$ cat src/rtl/melody_chime_pkg.sv
// rtl/melody_chime_pkg.sv - shared widths and constants for the melody chime tone block
// Contents: slot count/width defaults, divider/envelope/wave widths,
//   mid-scale helper for the unsigned PCM output.
package melody_chime_pkg;

  localparam int SLOT_W_DEFAULT   = 1;
  localparam int SLOT_LEN_DEFAULT = 2 ** SLOT_W_DEFAULT;

  localparam int DIV_W  = 8;
  localparam int ENV_W  = 8;
  // One extra bit so +ENV and -ENV are both representable.
  localparam int WAVE_W = ENV_W + 1;

  // Unsigned offset that centres the signed slot mix.
  function automatic int mid_scale(input int slot_w);
    return 1 << (slot_w + ENV_W);
  endfunction

endpackage

$ cat src/rtl/melody_chime_slot_osc.sv
// rtl/melody_chime_slot_osc.sv - one square-wave slot with decaying envelope
// Ports: clk/rst_n clock and async active-low reset, tone_tick 50 kHz enable,
//   env_tick 1 ms enable, wr_en/note/divs slot write, wave signed slot output,
//   env current envelope.
module melody_chime_slot_osc
  import melody_chime_pkg::*;
#(
  parameter int C_DECAY_SHIFT = 4,
  parameter int C_ENV_INIT    = 255
) (
  input  logic                     clk,
  input  logic                     rst_n,
  input  logic                     tone_tick,
  input  logic                     env_tick,
  input  logic                     wr_en,
  input  logic                     note,
  input  logic [DIV_W-1:0]         divs,
  output logic signed [WAVE_W-1:0] wave,
  output logic [ENV_W-1:0]         env
);

  localparam logic [ENV_W-1:0] ENV_INIT_V = ENV_W'(C_ENV_INIT);

  logic [DIV_W-1:0] div_q;
  logic [DIV_W-1:0] ctr_q;
  logic             phase_q;
  logic [ENV_W-1:0] env_q;

  logic [DIV_W-1:0] ctr_dec;
  logic [ENV_W-1:0] decay_step;

  assign ctr_dec = ctr_q - 1'b1;

  // Proportional decay, but never stall once the envelope is small.
  always_comb begin
    decay_step = env_q >> C_DECAY_SHIFT;
    if (decay_step == '0) begin
      decay_step = ENV_W'(1);
    end
  end

  always_ff @(posedge clk or negedge rst_n) begin
    if (!rst_n) begin
      div_q   <= '0;
      ctr_q   <= '0;
      phase_q <= 1'b0;
      env_q   <= '0;
    end else if (wr_en) begin
      // A write owns the slot for this cycle; a sustain write leaves it untouched.
      if (note) begin
        if (divs != '0) begin
          div_q   <= divs;
          ctr_q   <= divs;
          phase_q <= 1'b1;
          env_q   <= ENV_INIT_V;
        end else begin
          env_q <= '0;
        end
      end
    end else begin
      if (tone_tick) begin
        if (ctr_q == '0) begin
          ctr_q   <= div_q;
          phase_q <= 1'b1;
        end else begin
          ctr_q <= ctr_dec;
          if (ctr_dec == (div_q >> 1)) begin
            phase_q <= 1'b0;
          end
        end
      end
      // env_q >= decay_step whenever env_q != 0, so no underflow.
      if (env_tick && (env_q != '0)) begin
        env_q <= env_q - decay_step;
      end
    end
  end

  assign wave = phase_q ? {1'b0, env_q} : -{1'b0, env_q};
  assign env  = env_q;

endmodule

$ cat src/rtl/melody_chime_slot_tone.sv
// rtl/melody_chime_slot_tone.sv - per-slot tone generators mixed into one PCM sample
// Ports: CK_i clock, XAR_i async active-low reset, TIMING_50k_i tone enable,
//   TIMING_1ms_i envelope enable, SLOT_divs_i/SLOT_note_i write data,
//   SLOTs_WT_REQ_i one-hot per-slot write strobe, PCM_o unsigned mixed sample,
//   SLOTs_ENV_o per-slot envelopes (slot 0 in LSBs), SLOTs_BUSY_o envelope non-zero.
module melody_chime_slot_tone
  import melody_chime_pkg::*;
#(
  parameter int C_SLOT_W      = SLOT_W_DEFAULT,
  parameter int C_DECAY_SHIFT = 4,
  parameter int C_ENV_INIT    = 255
) (
  input  logic                              CK_i,
  input  logic                              XAR_i,
  input  logic                              TIMING_50k_i,
  input  logic                              TIMING_1ms_i,
  input  logic [DIV_W-1:0]                  SLOT_divs_i,
  input  logic                              SLOT_note_i,
  input  logic [(2**C_SLOT_W)-1:0]          SLOTs_WT_REQ_i,
  output logic [C_SLOT_W+8:0]               PCM_o,
  output logic [ENV_W*(2**C_SLOT_W)-1:0]    SLOTs_ENV_o,
  output logic [(2**C_SLOT_W)-1:0]          SLOTs_BUSY_o
);

  localparam int               C_SLOT_LEN = 2 ** C_SLOT_W;
  localparam int               SUM_W      = C_SLOT_W + WAVE_W;
  localparam logic [SUM_W-1:0] MID        = SUM_W'(mid_scale(C_SLOT_W));

  logic [WAVE_W-1:0] slot_wave [C_SLOT_LEN];
  logic [ENV_W-1:0]  slot_env  [C_SLOT_LEN];
  logic [SUM_W-1:0]  wave_sum;

  for (genvar gi = 0; gi < C_SLOT_LEN; gi++) begin : g_slot
    melody_chime_slot_osc #(
      .C_DECAY_SHIFT (C_DECAY_SHIFT),
      .C_ENV_INIT    (C_ENV_INIT)
    ) u_osc (
      .clk       (CK_i),
      .rst_n     (XAR_i),
      .tone_tick (TIMING_50k_i),
      .env_tick  (TIMING_1ms_i),
      .wr_en     (SLOTs_WT_REQ_i[gi]),
      .note      (SLOT_note_i),
      .divs      (SLOT_divs_i),
      .wave      (slot_wave[gi]),
      .env       (slot_env[gi])
    );

    assign SLOTs_ENV_o[gi*ENV_W +: ENV_W] = slot_env[gi];
    assign SLOTs_BUSY_o[gi]               = |slot_env[gi];
  end

  // Sign-extend each two's-complement wave; the sum cannot overflow SUM_W bits.
  always_comb begin
    wave_sum = '0;
    for (int i = 0; i < C_SLOT_LEN; i++) begin
      wave_sum = wave_sum + {{C_SLOT_W{slot_wave[i][WAVE_W-1]}}, slot_wave[i]};
    end
  end

  always_ff @(posedge CK_i or negedge XAR_i) begin
    if (!XAR_i) begin
      PCM_o <= MID;
    end else begin
      PCM_o <= wave_sum + MID;
    end
  end

endmodule

$ cat config.mk
export PLATFORM = sky130hd
export DESIGN_NAME = melody_chime_slot_tone
export DESIGN_NICKNAME = d
export VERILOG_FILES = /design/src/rtl/melody_chime_pkg.sv /design/src/rtl/melody_chime_slot_osc.sv /design/src/rtl/melody_chime_slot_tone.sv
export SDC_FILE = /design/constraint.sdc
export NUM_CORES = 1
export LEC_CHECK = 0
export ABC_AREA = 1
export CORE_UTILIZATION = 45
export DETAILED_ROUTE_END_ITERATION = 12
export PLACE_DENSITY_LB_ADDON = 0.1
export SYNTH_ARGS = -nofsm -noshare
export SYNTH_HDL_FRONTEND = slang
export SYNTH_SLANG_ARGS = --single-unit
$ cat constraint.sdc
create_clock -name CK_i -period 2.5 [get_ports CK_i]
set_clock_uncertainty 0.15 [all_clocks]
set_input_delay 0.375 -clock CK_i [delete_from_list [all_inputs] [get_ports CK_i]]
set_output_delay 0.375 -clock CK_i [all_outputs]
set_load 0.02 [all_outputs]
==> results.sh, run 1 <==
export IMPL_run_status="finished, violations left"
export IMPL_failed_checks="negative setup slack"
export IMPL_min_path_type="reg2reg"
export IMPL_cts_root_to_sink_buffers=2
export IMPL_achievable_clock_frequency_mhz=398
export IMPL_initial_core_util_pct=47.4
export IMPL_critical_path_max_stage_delay_ns=0.46
export IMPL_placeableCoreArea_um2=9420
export IMPL_syn_instance_count=591
export IMPL_synth_top_cell_area_share_pct=33.1
export IMPL_design_die_area_um2=10300
export IMPL_critical_path_peak_fanout=7
export IMPL_timing_reg2reg_worst_path_depth=10
export IMPL_worstPathRequired_ns=2.63
export IMPL_wire_per_inst_um=14.6
export IMPL_met3_layer_wire_length_in_the_routed_design_um=408
export IMPL_timing_final_max_slew_violations=0
export IMPL_met2_wirelength_um=5600
export IMPL_crit_reg_reg_startpoint="g_slot[0].u_osc.phase_q"
export IMPL_die_w_um=102
export IMPL_boundaryPins=43
export IMPL_via_count=4262
export IMPL_area_growth_pct=27.6
export IMPL_post_synth_fa_ha_maj_area_fraction_pct=10.0
export IMPL_met1Wirelength_um=5530
export IMPL_globalRouteTotalUtil_pct=24.9
export IMPL_globalRouteOverflowTotal=0
export IMPL_rsz0062_at_grt="true"
export IMPL_synth_warnings=0
export IMPL_placed_cells_incl_taps=788
export IMPL_layoutNonFillerInstCount=810
export IMPL_critical_path_top_cell_by_count="sky130_fd_sc_hd__nand3_2"
export IMPL_initial_antenna_violation_count=0
export IMPL_cp_slowest_cell="sky130_fd_sc_hd__dfrtp_1"
export IMPL_std_cell_rows=35
export IMPL_synth_avg_cell_area_um2=7.55
export IMPL_worst_setup_hold_path_clk_slew_ns=0.07
export IMPL_routability_congestion_estimate=0.900
export IMPL_synth_compound_gate_area_share_pct=16.6
export IMPL_worst_setup_slack_for_register_to_register_paths_ns=-0.009
export IMPL_final_min_clock_period_ns=2.51
export IMPL_via_count_of_the_first_global_routing_pass=4220
export IMPL_tritoncts="yes"
export IMPL_remaining_routing_drc_violations=0
export IMPL_power_static_leakage_nw=2.69
export IMPL_global_route_wire_length_before_repair_um=19800
export IMPL_yosys_cell_types=47
export IMPL_final_critical_path_setup_slack_ns=-0.00949
export IMPL_post_synth_top_count_cell="sky130_fd_sc_hd__nand2_1"
export IMPL_postSynth_asyncResetShare_pct=100
export IMPL_dpl_worst_slack_ns=-0.0489
export IMPL_critical_path_class="reg2reg"
export IMPL_first_iter_violations=154
export IMPL_timing_critical_path_to="PCM_o[9]"
export IMPL_cts_root_buf="sky130_fd_sc_hd__clkbuf_8"
export IMPL_irDropWorstVdd_mv=0.892
export IMPL_postSynthNetCount=640
export IMPL_maxSlewHeadroom_pct=71.9
export IMPL_design_final_nets=725
export IMPL_synthTopCellsByCount="141 x sky130_fd_sc_hd__nand2_1, 59 x sky130_fd_sc_hd__dfrtp_1, 59 x sky130_fd_sc_hd__inv_1, 52 x sky130_fd_sc_hd__nor2_1, 45 x sky130_fd_sc_hd__o21ai_0"
export IMPL_power_per_cell_area_nw_per_um2=920
export IMPL_post_synth_edffs=0
export IMPL_layout_worst_path_cycle_share_pct=100
export IMPL_antenna_diode_count=0
export IMPL_uppermost_routed_layer="met4"
export IMPL_fraction_of_layout_cells_with_a_size_suffix_above_1_pct=20.0
export IMPL_crit_reg2reg_capture="PCM_o[9]"
export IMPL_synth_xor_area_share_pct=4.12
export IMPL_tritoncts_num_sinks=60
export IMPL_chipHeight_um=102
export IMPL_clock_latency_ns=0.35
export IMPL_worst_setup_path_start_kind="flop"
export IMPL_area_fraction_in_and_or_nand_and_nor_cells_after_synthesis_pct=28.2
export IMPL_cts_buffers_inserted=9
export IMPL_synth_largest_area_cell="sky130_fd_sc_hd__dfrtp_1"
export IMPL_dp_final_hpwl_um=8660
export IMPL_netlist_area_um2=4460
export IMPL_ant_nets=0
export IMPL_seq_area_frac_synth_pct=33.7
export IMPL_timing_worst_slew_pin_value_ns=0.422
export IMPL_critical_path_at_ns=2.64
export IMPL_io_buffers=42
export IMPL_synth_register_bits=60
export IMPL_timing_final_hold_violations=0
export IMPL_drt_wl_total_um=11800
export IMPL_cts_max_level=3
export IMPL_grt_max_degree=32
export IMPL_netlist_top_cells_area="sky130_fd_sc_hd__dfrtp_1 33%, sky130_fd_sc_hd__nand2_1 12%, sky130_fd_sc_hd__ha_1 8.7%, sky130_fd_sc_hd__o21ai_0 5.1%, sky130_fd_sc_hd__inv_1 5.0%"
export IMPL_path_cells="inv_1 -> o21ai_0 -> o22ai_1 -> ha_1 -> fa_2 -> nand3_2 -> nand3_2 -> nand4_1 -> and3_4 -> xnor2_2"
export IMPL_max_cap_violations=0
export IMPL_synthMuxAreaShare_pct=0
export IMPL_viasPerCell=5.26
export IMPL_number_of_detailed_route_iterations_in_the_first_pass=5
export IMPL_combinational_family_with_the_most_area_after_synthesis="simple AND/OR/NAND/NOR gates"
export IMPL_worstSetupEndpointType="flop"
export IMPL_setup_viol_count_final=2
export IMPL_synthFlopType="sky130_fd_sc_hd__dfrtp_1"
export IMPL_cp_startpoint="g_slot[0].u_osc.phase_q"
-- metal layers --
layer  vias up  GRT usage, %
met1      2014          33.1
met2        88          41.1
met4         0          8.14
li1       2134             -
met5         -             0
met3        26          4.14
-- critical path: cells and delay by family, from the launching register on --
family | cells | cell delay [ns]
fa+ha+maj | 2 | 0.71
flops | 1 | 0.46
xor+xnor | 1 | 0.10
simple gates | 4 | 0.47
buf+inv | 1 | 0.21
compound gates | 2 | 0.31
-- how the worst min path moves through the flow --
stage / cells after the start / slack (ns) / from / end
after floorplan: 0 / -0.07 / XAR_i / PCM_o[0]
after global routing: 2 / 0.36 / g_slot[1].u_osc.div_q[0] / g_slot[1].u_osc.div_q[0]
after CTS: 2 / 0.35 / g_slot[1].u_osc.div_q[0] / g_slot[1].u_osc.div_q[0]
final: 2 / 0.34 / g_slot[1].u_osc.div_q[0] / g_slot[1].u_osc.div_q[0]
after detailed placement: 2 / 0.28 / XAR_i / g_slot[0].u_osc.ctr_q[6]
after global placement: 2 / 0.29 / XAR_i / g_slot[0].u_osc.ctr_q[5]
-- state kept, by name (all words and copies together), names as in the netlist --
signal	count
PCM_o	10
g_slot.u_osc.ctr_q	16
g_slot.u_osc.div_q	16
g_slot.u_osc.env	16
g_slot.u_osc.phase_q	2
-- stage by stage --
| stage | utilization [%] | cell area [µm²] | power, mW | TNS (ns) | hold WS [ns] |
|---|---|---|---|---|---|
| final | 60.4 | 5690 | 5.24 | -0.0174 | 0.343 |
| after detailed placement | 56.1 | 5280 | 3.97 | -0.0696 | 0.284 |
| after global placement | 56.1 | 5280 | 3.91 | 0 | 0.285 |
| after global routing | 60.4 | 5690 | 5.64 | -0.566 | 0.365 |
| after CTS | 58.7 | 5530 | 4.96 | 0 | 0.348 |
| after floorplan | - | 4500 | 3.07 | -0.00438 | -0.0706 |
-- cell families after synthesis --
logic type | Yosys count
compound gates | 123
xor+xnor | 21
buf+inv | 76
fa+ha+maj | 34
simple gates | 277
flops | 60
-- placed cells by master (no fill, tap or decap), types with 3 or more instances in the layout --
| cell | count |
|---|---|
| sky130_fd_sc_hd__a21oi_1 | 33 |
| sky130_fd_sc_hd__a21oi_2 | 4 |
| sky130_fd_sc_hd__buf_4 | 41 |
| sky130_fd_sc_hd__clkbuf_8 | 9 |
| sky130_fd_sc_hd__clkdlybuf4s50_1 | 39 |
| sky130_fd_sc_hd__clkinv_2 | 3 |
| sky130_fd_sc_hd__dfrtp_1 | 54 |
| sky130_fd_sc_hd__dfrtp_2 | 5 |
| sky130_fd_sc_hd__ha_1 | 23 |
| sky130_fd_sc_hd__ha_4 | 7 |
| sky130_fd_sc_hd__inv_1 | 54 |
| sky130_fd_sc_hd__inv_2 | 8 |
| sky130_fd_sc_hd__nand2_1 | 138 |
| sky130_fd_sc_hd__nand2_2 | 6 |
| sky130_fd_sc_hd__nand2_4 | 3 |
| sky130_fd_sc_hd__nand3_1 | 37 |
| sky130_fd_sc_hd__nand3_2 | 7 |
| sky130_fd_sc_hd__nand3b_1 | 6 |
| sky130_fd_sc_hd__nand4_1 | 9 |
| sky130_fd_sc_hd__nor2_1 | 49 |
| sky130_fd_sc_hd__nor2_2 | 9 |
| sky130_fd_sc_hd__o211ai_1 | 7 |
| sky130_fd_sc_hd__o21ai_0 | 42 |
| sky130_fd_sc_hd__o21ai_1 | 12 |
| sky130_fd_sc_hd__o21ai_2 | 6 |
| sky130_fd_sc_hd__o22ai_1 | 5 |
| sky130_fd_sc_hd__o22ai_2 | 3 |
| sky130_fd_sc_hd__xnor2_1 | 3 |
| sky130_fd_sc_hd__xor2_1 | 17 |
-- where the power goes --
part	switching [mW]	internal (mW)	total, mW
logic	1.59	1.38	2.96
clock network	0.417	0.456	0.873
registers	0.185	1.22	1.40
total	2.19	3.05	5.24
-- repair_timing --
item / CTS / global route
cloned: 0 / 0
gates resized for setup: 15 / 30
hold buffers: 1 / 0
endpoints found under the setup margin: 5 / 8
hold endpoints to repair: 59 / 0
pin swaps: 9 / 28
setup buffers: 2 / 3
-- area by class of cell --
| type | instances | area [µm²] |
|---|---|---|
| inverter | 64 | 243 |
| clock buffer | 11 | 131 |
| timing repair buffer | 86 | 749 |
| clock inverter | 5 | 52.6 |
| sequential | 60 | 1510 |
| tap | 129 | 161 |
| multi-input combinational | 455 | 2840 |
| fill | 861 | 3720 |
Power figures use the tool's default switching activity.
==> inputs of run 2 (changes only) <==
==> constraint.sdc (replaced) <==
create_clock -name CK_i -period 2.5 [get_ports CK_i]
set_clock_uncertainty 0.15 [all_clocks]
set_input_delay 0.25 -clock CK_i [delete_from_list [all_inputs] [get_ports CK_i]]
set_output_delay 0.25 -clock CK_i [all_outputs]
set_load 0.02 [all_outputs]
==> run 2 against run 1 <==
Net effect:
- the run still ends with negative setup slack left
- total power fell by 0.76%
- count of clock-buffer cells in the layout rose by 1
- utilization rose by 0.23 points
- critical path depth rose by 4
- register-to-register slack got worse by 0.03 ns
- worst setup slack got worse by 0.032 ns
- final area rose by 0.37%
- die area did not move
- first-iteration DRC count rose by 38%
- final cell count rose by 0.62%
- largest cell class unchanged
==> results.sh, run 2 (synthesis results as in run 1) <==
export IMPL_placeableCoreArea_um2=9420
export IMPL_layout_worst_path_cycle_share_pct=102
export IMPL_timing_final_max_slew_violations=0
export IMPL_cts_buffers_inserted=9
export IMPL_first_iter_violations=212
export IMPL_design_die_area_um2=10300
export IMPL_worstPathRequired_ns=2.59
export IMPL_initial_core_util_pct=47.4
export IMPL_layout_cell_area_non_filler_um2=5710
export IMPL_area_growth_pct=28.1
export IMPL_worstSetupEndpointType="flop"
export IMPL_ant_nets=0
export IMPL_layoutNonFillerInstCount=815
export IMPL_critical_path_top_cell_by_count="sky130_fd_sc_hd__nand2_1"
export IMPL_clock_latency_ns=0.35
export IMPL_rsz0062_at_grt="true"
export IMPL_commonest_non_fill_non_tap_cell_in_the_layout="sky130_fd_sc_hd__nand2_1"
export IMPL_critical_path_max_stage_delay_ns=0.43
export IMPL_final_min_clock_period_ns=2.54
export IMPL_placed_area_um2=5310
export IMPL_remaining_routing_drc_violations=0
export IMPL_globalRouteTotalUtil_pct=24.8
export IMPL_via_count=4274
export IMPL_critical_path_class="reg2reg"
export IMPL_number_of_detailed_route_iterations_in_the_first_pass=5
export IMPL_achievable_clock_frequency_mhz=393
export IMPL_worst_setup_hold_path_clk_slew_ns=0.07
export IMPL_cts_root_buf="sky130_fd_sc_hd__clkbuf_8"
export IMPL_cts_max_level=3
export IMPL_fraction_of_layout_cells_with_a_size_suffix_above_1_pct=20.7
export IMPL_wire_per_inst_um=14.5
export IMPL_timing_worst_slew_pin_value_ns=0.477
export IMPL_global_route_wire_length_before_repair_um=19700
export IMPL_std_cell_rows=35
export IMPL_worst_setup_path_start_kind="flop"
export IMPL_cts_root_to_sink_buffers=2
export IMPL_globalRouteOverflowTotal=0
export IMPL_timing_reg2reg_worst_path_depth=14
export IMPL_power_per_cell_area_nw_per_um2=910
export IMPL_power_static_leakage_nw=2.71
export IMPL_via_count_of_the_first_global_routing_pass=4113
export IMPL_max_cap_violations=0
export IMPL_maxSlewHeadroom_pct=68.2
export IMPL_crit_reg2reg_capture="PCM_o[8]"
export IMPL_final_critical_path_setup_slack_ns=-0.0415
export IMPL_routability_congestion_estimate=0.886
export IMPL_timing_critical_path_to="PCM_o[8]"
export IMPL_boundaryPins=43
export IMPL_drt_wl_total_um=11900
export IMPL_tritoncts_num_sinks=60
export IMPL_io_buffers=42
export IMPL_viasPerCell=5.24
export IMPL_cp_startpoint="g_slot[0].u_osc.env[1]"
export IMPL_timing_final_hold_violations=0
export IMPL_design_final_nets=730
export IMPL_initial_antenna_violation_count=0
export IMPL_worst_setup_slack_for_register_to_register_paths_ns=-0.04
export IMPL_irDropWorstVdd_mv=0.901
export IMPL_critical_path_at_ns=2.63
export IMPL_critical_path_peak_fanout=4
export IMPL_placed_cells_incl_taps=791
export IMPL_grt_max_degree=43
export IMPL_hold_slack_ns=0.242
export IMPL_dp_final_hpwl_um=8670
export IMPL_cp_slowest_cell="sky130_fd_sc_hd__dfrtp_2"
export IMPL_chipHeight_um=102
export IMPL_run_status="finished, violations left"
export IMPL_path_cells="inv_2 -> ha_4 -> nand2_4 -> nor2_4 -> a21oi_2 -> xor2_1 -> ha_1 -> ha_4 -> nand2_2 -> inv_2 -> a221oi_2 -> nand2_1 -> nand2_1 -> nand2_1"
export IMPL_antenna_diode_count=0
export IMPL_layout_cells_most_common_list="136 x sky130_fd_sc_hd__nand2_1, 54 x sky130_fd_sc_hd__dfrtp_1, 53 x sky130_fd_sc_hd__inv_1, 49 x sky130_fd_sc_hd__nor2_1, 46 x sky130_fd_sc_hd__buf_4"
export IMPL_crit_reg_reg_startpoint="g_slot[0].u_osc.env[1]"
export IMPL_tritoncts="yes"
export IMPL_setup_viol_count_final=2
export IMPL_die_w_um=102
export IMPL_min_path_type="in2async"
export IMPL_failed_checks="negative setup slack"
==> run 2: cell type report <==
cell class	instances	area (µm²)
flip-flops and latches	60	1510
repair buffers	91	800
multi-input cells	455	2800
fillers	859	3700
well taps	129	161
clock buffers	12	155
clock inverters	4	47.5
inverters	64	240
==> run 2: worst min path at each step <==
stage	startpoint	end	cells after the start
detailed placement	XAR_i	g_slot[0].u_osc.ctr_q[4]	1
global route	XAR_i	g_slot[0].u_osc.ctr_q[4]	2
finish	XAR_i	g_slot[0].u_osc.ctr_q[4]	2
global placement	XAR_i	g_slot[0].u_osc.ctr_q[4]	1
floorplan	XAR_i	PCM_o[0]	0
CTS	XAR_i	g_slot[0].u_osc.ctr_q[4]	2
==> run 2: what timing repair did <==
item	4_1_cts	5_1_grt
resized for setup	13	28
setup buffers	1	6
pin swaps	8	19
hold buffers	1	0
hold endpoints to repair	18	0
endpoints found under the setup margin	6	6
==> run 2: metrics by stage <==
stage	util [%]	worst slack, ns	TNS, ns	power [mW]
2_1_floorplan	-	-0.00438	-0.00438	3.07
3_3_place_gp	56.4	0.0231	0	3.93
3_5_place_dp	56.4	-0.0629	-0.157	3.97
4_1_cts	59.2	-0.0109	-0.0109	5.01
5_1_grt	60.7	-0.142	-0.368	5.59
6_report	60.7	-0.0415	-0.0779	5.20
==> run 2: report_power, final <==
group / total (mW) / switching [mW] / internal (mW) / leakage, nW
registers: 1.39 / 0.177 / 1.22 / 0.689
clock network: 0.925 / 0.413 / 0.512 / 0.102
logic: 2.88 / 1.55 / 1.33 / 1.92
total: 5.20 / 2.14 / 3.06 / 2.71
==> run 2: layer usage <==
metal	part of all wire [%]	wire, µm	track usage [%]
met4	1.4	166	8.47
met1	47	5600	33.2
met3	4.1	489	3.45
met2	47	5600	41.1
met5	0	0	0
==> run 2: critical path: cells and delay by family, from the launching register on <==
kind / cells / cell delay [ns]
compound gates: 2 / 0.34
flops: 1 / 0.43
fa+ha+maj: 3 / 0.76
xor+xnor: 1 / 0.15
buf+inv: 2 / 0.13
simple gates: 6 / 0.47
==> inputs of run 3 (changes only) <==
--- a/config.mk
+++ b/config.mk
@@ -6,7 +6,7 @@
 export NUM_CORES = 1
 export LEC_CHECK = 0
 export ABC_AREA = 1
-export CORE_UTILIZATION = 45
+export CORE_UTILIZATION = 53
 export DETAILED_ROUTE_END_ITERATION = 12
 export PLACE_DENSITY_LB_ADDON = 0.1
 export SYNTH_ARGS = -nofsm -noshare
==> run 3 against run 2 <==
Net effect:
- the flow still finishes with violations (negative setup slack)
- global-route usage grew 3.5 points
- total power down 1.4%
- worst setup slack better by 0.0079 ns
- register-to-register slack about the same
- hold slack better by 0.047 ns
- final cell count is 3.9% lower
- sequential cell count is the same
- critical path depth shrank 1
- sequential share of layout area up 0.18 points
- sequential power hardly changed
- wire length increased by 0.10%
- critical endpoint is now PCM_o[9]
- largest cell class unchanged
- largest power group unchanged
- highest routed layer unchanged
==> results.sh, run 3 (synthesis results as in run 1) <==
export IMPL_power_static_leakage_nw=2.67
export IMPL_critical_path_max_stage_delay_ns=0.43
export IMPL_std_cell_rows=33
export IMPL_first_iter_violations=196
export IMPL_max_cap_violations=0
export IMPL_final_min_clock_period_ns=2.53
export IMPL_worst_setup_slack_for_register_to_register_paths_ns=-0.03
export IMPL_critical_path_at_ns=2.65
export IMPL_setup_viol_count_final=1
export IMPL_crit_reg2reg_capture="PCM_o[9]"
export IMPL_globalRouteTotalUtil_pct=28.3
export IMPL_critical_path_class="reg2reg"
export IMPL_failed_checks="negative setup slack"
export IMPL_die_w_um=93.7
export IMPL_met2_wirelength_um=5730
export IMPL_ant_nets=0
export IMPL_cts_root_to_sink_buffers=2
export IMPL_placeableCoreArea_um2=8180
export IMPL_path_cells="inv_2 -> ha_4 -> nand2_4 -> nor2_4 -> nor2_2 -> xor2_1 -> ha_1 -> ha_4 -> nand2_1 -> nand3_2 -> nand4_1 -> and3_1 -> xnor2_1"
export IMPL_fraction_of_layout_cells_with_a_size_suffix_above_1_pct=20.2
export IMPL_globalRouteOverflowTotal=0
export IMPL_routability_congestion_estimate=0.937
export IMPL_critical_path_peak_fanout=4
export IMPL_grt_max_degree=61
export IMPL_cp_slowest_cell="sky130_fd_sc_hd__dfrtp_2"
export IMPL_critical_path_top_cell_by_count="sky130_fd_sc_hd__ha_4"
export IMPL_layout_worst_path_cycle_share_pct=101
export IMPL_final_critical_path_setup_slack_ns=-0.0336
export IMPL_cts_buffers_inserted=9
export IMPL_layoutNonFillerInstCount=783
export IMPL_timing_reg2reg_worst_path_depth=13
export IMPL_global_route_wire_length_before_repair_um=19200
export IMPL_tritoncts_num_sinks=60
export IMPL_number_of_detailed_route_iterations_in_the_first_pass=5
export IMPL_rsz0062_at_grt="true"
export IMPL_design_die_area_um2=8780
export IMPL_achievable_clock_frequency_mhz=395
export IMPL_power_per_cell_area_nw_per_um2=903
export IMPL_initial_core_util_pct=54.5
export IMPL_met1Wirelength_um=5340
export IMPL_commonest_non_fill_non_tap_cell_in_the_layout="sky130_fd_sc_hd__nand2_1"
export IMPL_timing_final_hold_violations=0
export IMPL_worst_setup_hold_path_clk_slew_ns=0.07
export IMPL_area_growth_pct=27.2
export IMPL_timing_final_max_slew_violations=0
export IMPL_uppermost_routed_layer="met4"
export IMPL_tritoncts="yes"
export IMPL_layout_cells_most_common_list="133 x sky130_fd_sc_hd__nand2_1, 54 x sky130_fd_sc_hd__dfrtp_1, 53 x sky130_fd_sc_hd__inv_1, 49 x sky130_fd_sc_hd__nor2_1, 41 x sky130_fd_sc_hd__o21ai_0"
export IMPL_boundaryPins=43
export IMPL_cts_root_buf="sky130_fd_sc_hd__clkbuf_8"
export IMPL_worst_setup_path_start_kind="flop"
export IMPL_wire_per_inst_um=15.2
export IMPL_design_power_total_mw=5.13
export IMPL_totalNegativeSetupSlack_ns=-0.0336
export IMPL_design_final_nets=723
export IMPL_via_count_of_the_first_global_routing_pass=4131
export IMPL_min_path_type="in2async"
export IMPL_sequential_cell_area_um2=1510
export IMPL_placed_cells_incl_taps=763
export IMPL_io_buffers=42
export IMPL_initial_antenna_violation_count=0
export IMPL_maxSlewHeadroom_pct=75.9
export IMPL_timing_worst_slew_pin_value_ns=0.361
export IMPL_clock_latency_ns=0.35
export IMPL_viasPerCell=5.55
export IMPL_irDropWorstVdd_mv=0.967
export IMPL_remaining_routing_drc_violations=0
export IMPL_crit_reg_reg_startpoint="g_slot[0].u_osc.env[1]"
export IMPL_cts_max_level=3
export IMPL_dp_final_hpwl_um=8370
export IMPL_cp_startpoint="g_slot[0].u_osc.env[1]"
export IMPL_filler_instances=638
export IMPL_worstSetupEndpointType="flop"
export IMPL_worstPathRequired_ns=2.62
export IMPL_met3_layer_wire_length_in_the_routed_design_um=564
export IMPL_multi_input_comb_area_um2=2860
export IMPL_run_status="finished, violations left"
export IMPL_via_count=4347
export IMPL_drt_wl_total_um=11900
export IMPL_chipHeight_um=93.7
export IMPL_antenna_diode_count=0
[run 3: timing repair]
action,CTS,global route
cloned,0,0
hold buffers,1,0
setup buffers,2,2
endpoints found under the setup margin,5,7
pin swaps,15,26
hold endpoints to repair,59,0
resized for setup,22,27
[run 3: how the worst max path moves through the flow]
stage	end	slack (ns)
global placement	PCM_o[8]	0.01
floorplan	PCM_o[8]	-0.004
global route	PCM_o[9]	-0.14
detailed placement	PCM_o[9]	-0.09
finish	PCM_o[9]	-0.03
CTS	PCM_o[9]	0.002
[run 3: power breakdown]
part	leakage, nW	switching [mW]	internal [mW]
registers	0.689	0.184	1.22
clock network	0.0893	0.388	0.406
logic	1.89	1.57	1.36
[run 3: critical path, delay by kind of cell, from the launching register on]
family	cells	cell delay, ns
simple gates	7	0.70
buf+inv	1	0.09
xor+xnor	2	0.29
flops	1	0.43
fa+ha+maj	3	0.79
[run 3: stage by stage]
step	area (µm²)	setup slack (ns)	utilization, %	hold WS [ns]
after detailed placement	5250	-0.0926	64.2	0.137
final	5670	-0.0336	69.4	0.288
after global placement	5250	0.0143	64.2	0.140
after floorplan	4500	-0.00438	-	-0.196
after CTS	5550	0.00224	67.9	0.311
after global routing	5670	-0.145	69.4	0.335
[run 3: area by class of cell]
| type | instances | share of cell area [%] |
|---|---|---|
| Timing Repair Buffer | 84 | 13.4 |
| Clock buffer | 13 | 2.80 |
| Multi-Input combinational cell | 455 | 50.4 |
| Clock inverter | 2 | 0.176 |
| Sequential cell | 60 | 26.6 |
| Inverter | 64 | 4.28 |
| Tap cell | 105 | 2.32 |
[run 3: metal layers]
layer,vias up,track usage [%]
met4,0,9.23
met5,-,0
met3,25,5.34
met1,2057,36.0
met2,126,48.2
li1,2139,-
==> RTL change (flow settings as in run 3) <==
Change the package constant `ENV_W` from 8 to 7.
--- a/src/rtl/melody_chime_pkg.sv
+++ b/src/rtl/melody_chime_pkg.sv
@@ -7,7 +7,7 @@
   localparam int SLOT_LEN_DEFAULT = 2 ** SLOT_W_DEFAULT;
 
   localparam int DIV_W  = 8;
-  localparam int ENV_W  = 8;
+  localparam int ENV_W  = 7;
   // One extra bit so +ENV and -ENV are both representable.
   localparam int WAVE_W = ENV_W + 1;
 
Interface: changed (resized SLOTs_ENV_o); port bits go from 43 to 41. No check against the original RTL was run, so the function may have changed too.
==> RTL change against run 3 <==
  * Utilization down 4.0 points
  * Power down 23%
  * Via count down 7.5%
  * Worst setup slack better by 0.19 ns
  * Synthesized area down 5.1%
  * Clock power down 1%
  * Cell area down 11%
  * Sequential cell count down 2
  * Wire length down 13%
  * Maximum frequency up 8.3%
==> RTL change: results (changes against run 3) <==
The run finished with clean final reports. The setup slack at placement came out at 0.0212 ns (+0.114 ns). The met1 track demand over resource is 33.1% (-2.9 points). The number of nets in the synthesized netlist is 602 (-5.9%). The critical path's slowest cell is dfrtp_1. The number of distinct library cells after synthesis is 47 (unchanged). The number of buffers on the longest clock path was 2 (unchanged). The number of warning messages in the yosys log came out at 0 (unchanged).

The depth of the most critical reg-to-reg path is 11 (-2). By count the netlist is led by 135 x nand2_1, 65 x inv_1, 57 x dfrtp_1. The max-slew headroom at the worst pin came out at 61.5% (-14 points).

The number of resized instances in the post-cts repair step came to 0 (-100%). The delay contributed by the slowest stage of the critical path was 0.38 ns (-0.05 ns). The via count of the first global-routing pass came out at 3850 (-6.8%). The placer congestion estimate came out at 0.927 (-1.0%). The wire length of the first global-routing pass came out at 17600 µm (-8.4%). The peak fanout along the critical path is 5 (+1).

The synthesized instance count came out at 564 (-4.6%). In this run the clock root is driven by a clkbuf_8. The final max-slew violation count is 0 (unchanged). The number of standard cells in the final layout excluding fillers came out at 731 (-6.6%). The start point of the critical path is g_slot[0].u_osc.env[0].

The largest vdd supply drop is 0.000312 V (-68%). The instance count after placement with tap cells included came to 712 (-6.7%). The global-route usage over all layers was 26.6% (-1.7 points). The met2 usage is 45.9% (-2.3 points).

The half-perimeter wire length after detailed placement came out at 7680 µm (-8.2%). The placement-stage cell area came to 4830 µm² (-8.1%). The length of routed wiring on met1 is 4410 µm (-17%).

The row count came to 32 (-3.0%). The final hold slack came out at 0.289 ns (+0.000934 ns). The detailed-routed wire length on met3 came out at 620 µm (+9.9%). The buffer count from post-CTS setup fixing is 0 (-2). The ratio of cells with drive above 1 in the final layout came out at 16.2% (-4.0 points). The most critical setup path has its endpoint at PCM_o[7]. The total detailed-routing wirelength is 10300 µm (-13%). The number of antenna violations at the first check in global routing is 0 (unchanged). For the worst-skew pair, the clock arrives at the later sink with an insertion delay of 0.34 ns. The number of buffers inserted by port buffering came out at 40 (-4.8%). The register area share after synthesis is 34.3% (+0.64 points). The leakage power came to 2.41 nW (-9.7%). The detailed-routed wire length on met2 is 5050 µm (-12%). The upper clock frequency limit is 427 MHz (+8.3%). The first-iteration detailed-routing DRC count was 187 (-4.6%). The count of fill cells added during filler insertion is 645 (+1.1%).

The register-to-register path setup slack came out at 0.16 ns (+0.19 ns). The total of endpoints with negative setup slack in the final report came out at 0 (-1). The worst path arrival time came to 2.46 ns (-0.19 ns). The post-detailed-route via-to-cell ratio came to 5.50 (-0.97%). The largest net degree at the start of global routing came out at 36 (-41%). The met3 usage in global routing is 4.86% (-0.48 points).

Sorting the synthesized cells by area gives the leading types as dfrtp_1 34%, nand2_1 12%, ha_1 5.9%. The net count reported at finish was 662 (-8.4%).
## RTL change: cell count changes after synthesis, sizes merged, moves of 5 or more
cell	delta
clkbuf	+7
ha	-11
a22oi	+8
nand3b	-5
inv	+12
a21oi	-15
buf	-8
## RTL change: power breakdown
part	leakage (nW)	switching, mW	internal (mW)
clock	0.0851	0.401	0.381
sequential	0.672	0.158	1.14
combinational	1.66	1.08	0.782
## RTL change: final cells by class
type	instances	area [µm²]	area share, %
Multi-Input combinational cell	419	2450	48.5
Sequential cell	58	1460	28.8
Timing Repair Buffer	60	561	11.1
Inverter	76	288	5.70
Clock buffer	11	141	2.80
Tap cell	102	128	2.53
Clock inverter	5	30.0	0.595
## RTL change: kinds of logic (layout without fill, tap and decap cells)
kind of cell	after synthesis	after routing	share of synthesized area, %
buf+inv	87	152	8.34
flops	58	58	34.3
fa+ha+maj	23	23	7.34
xor+xnor	19	19	3.93
simple gates	266	266	29.0
compound gates	111	111	17.1
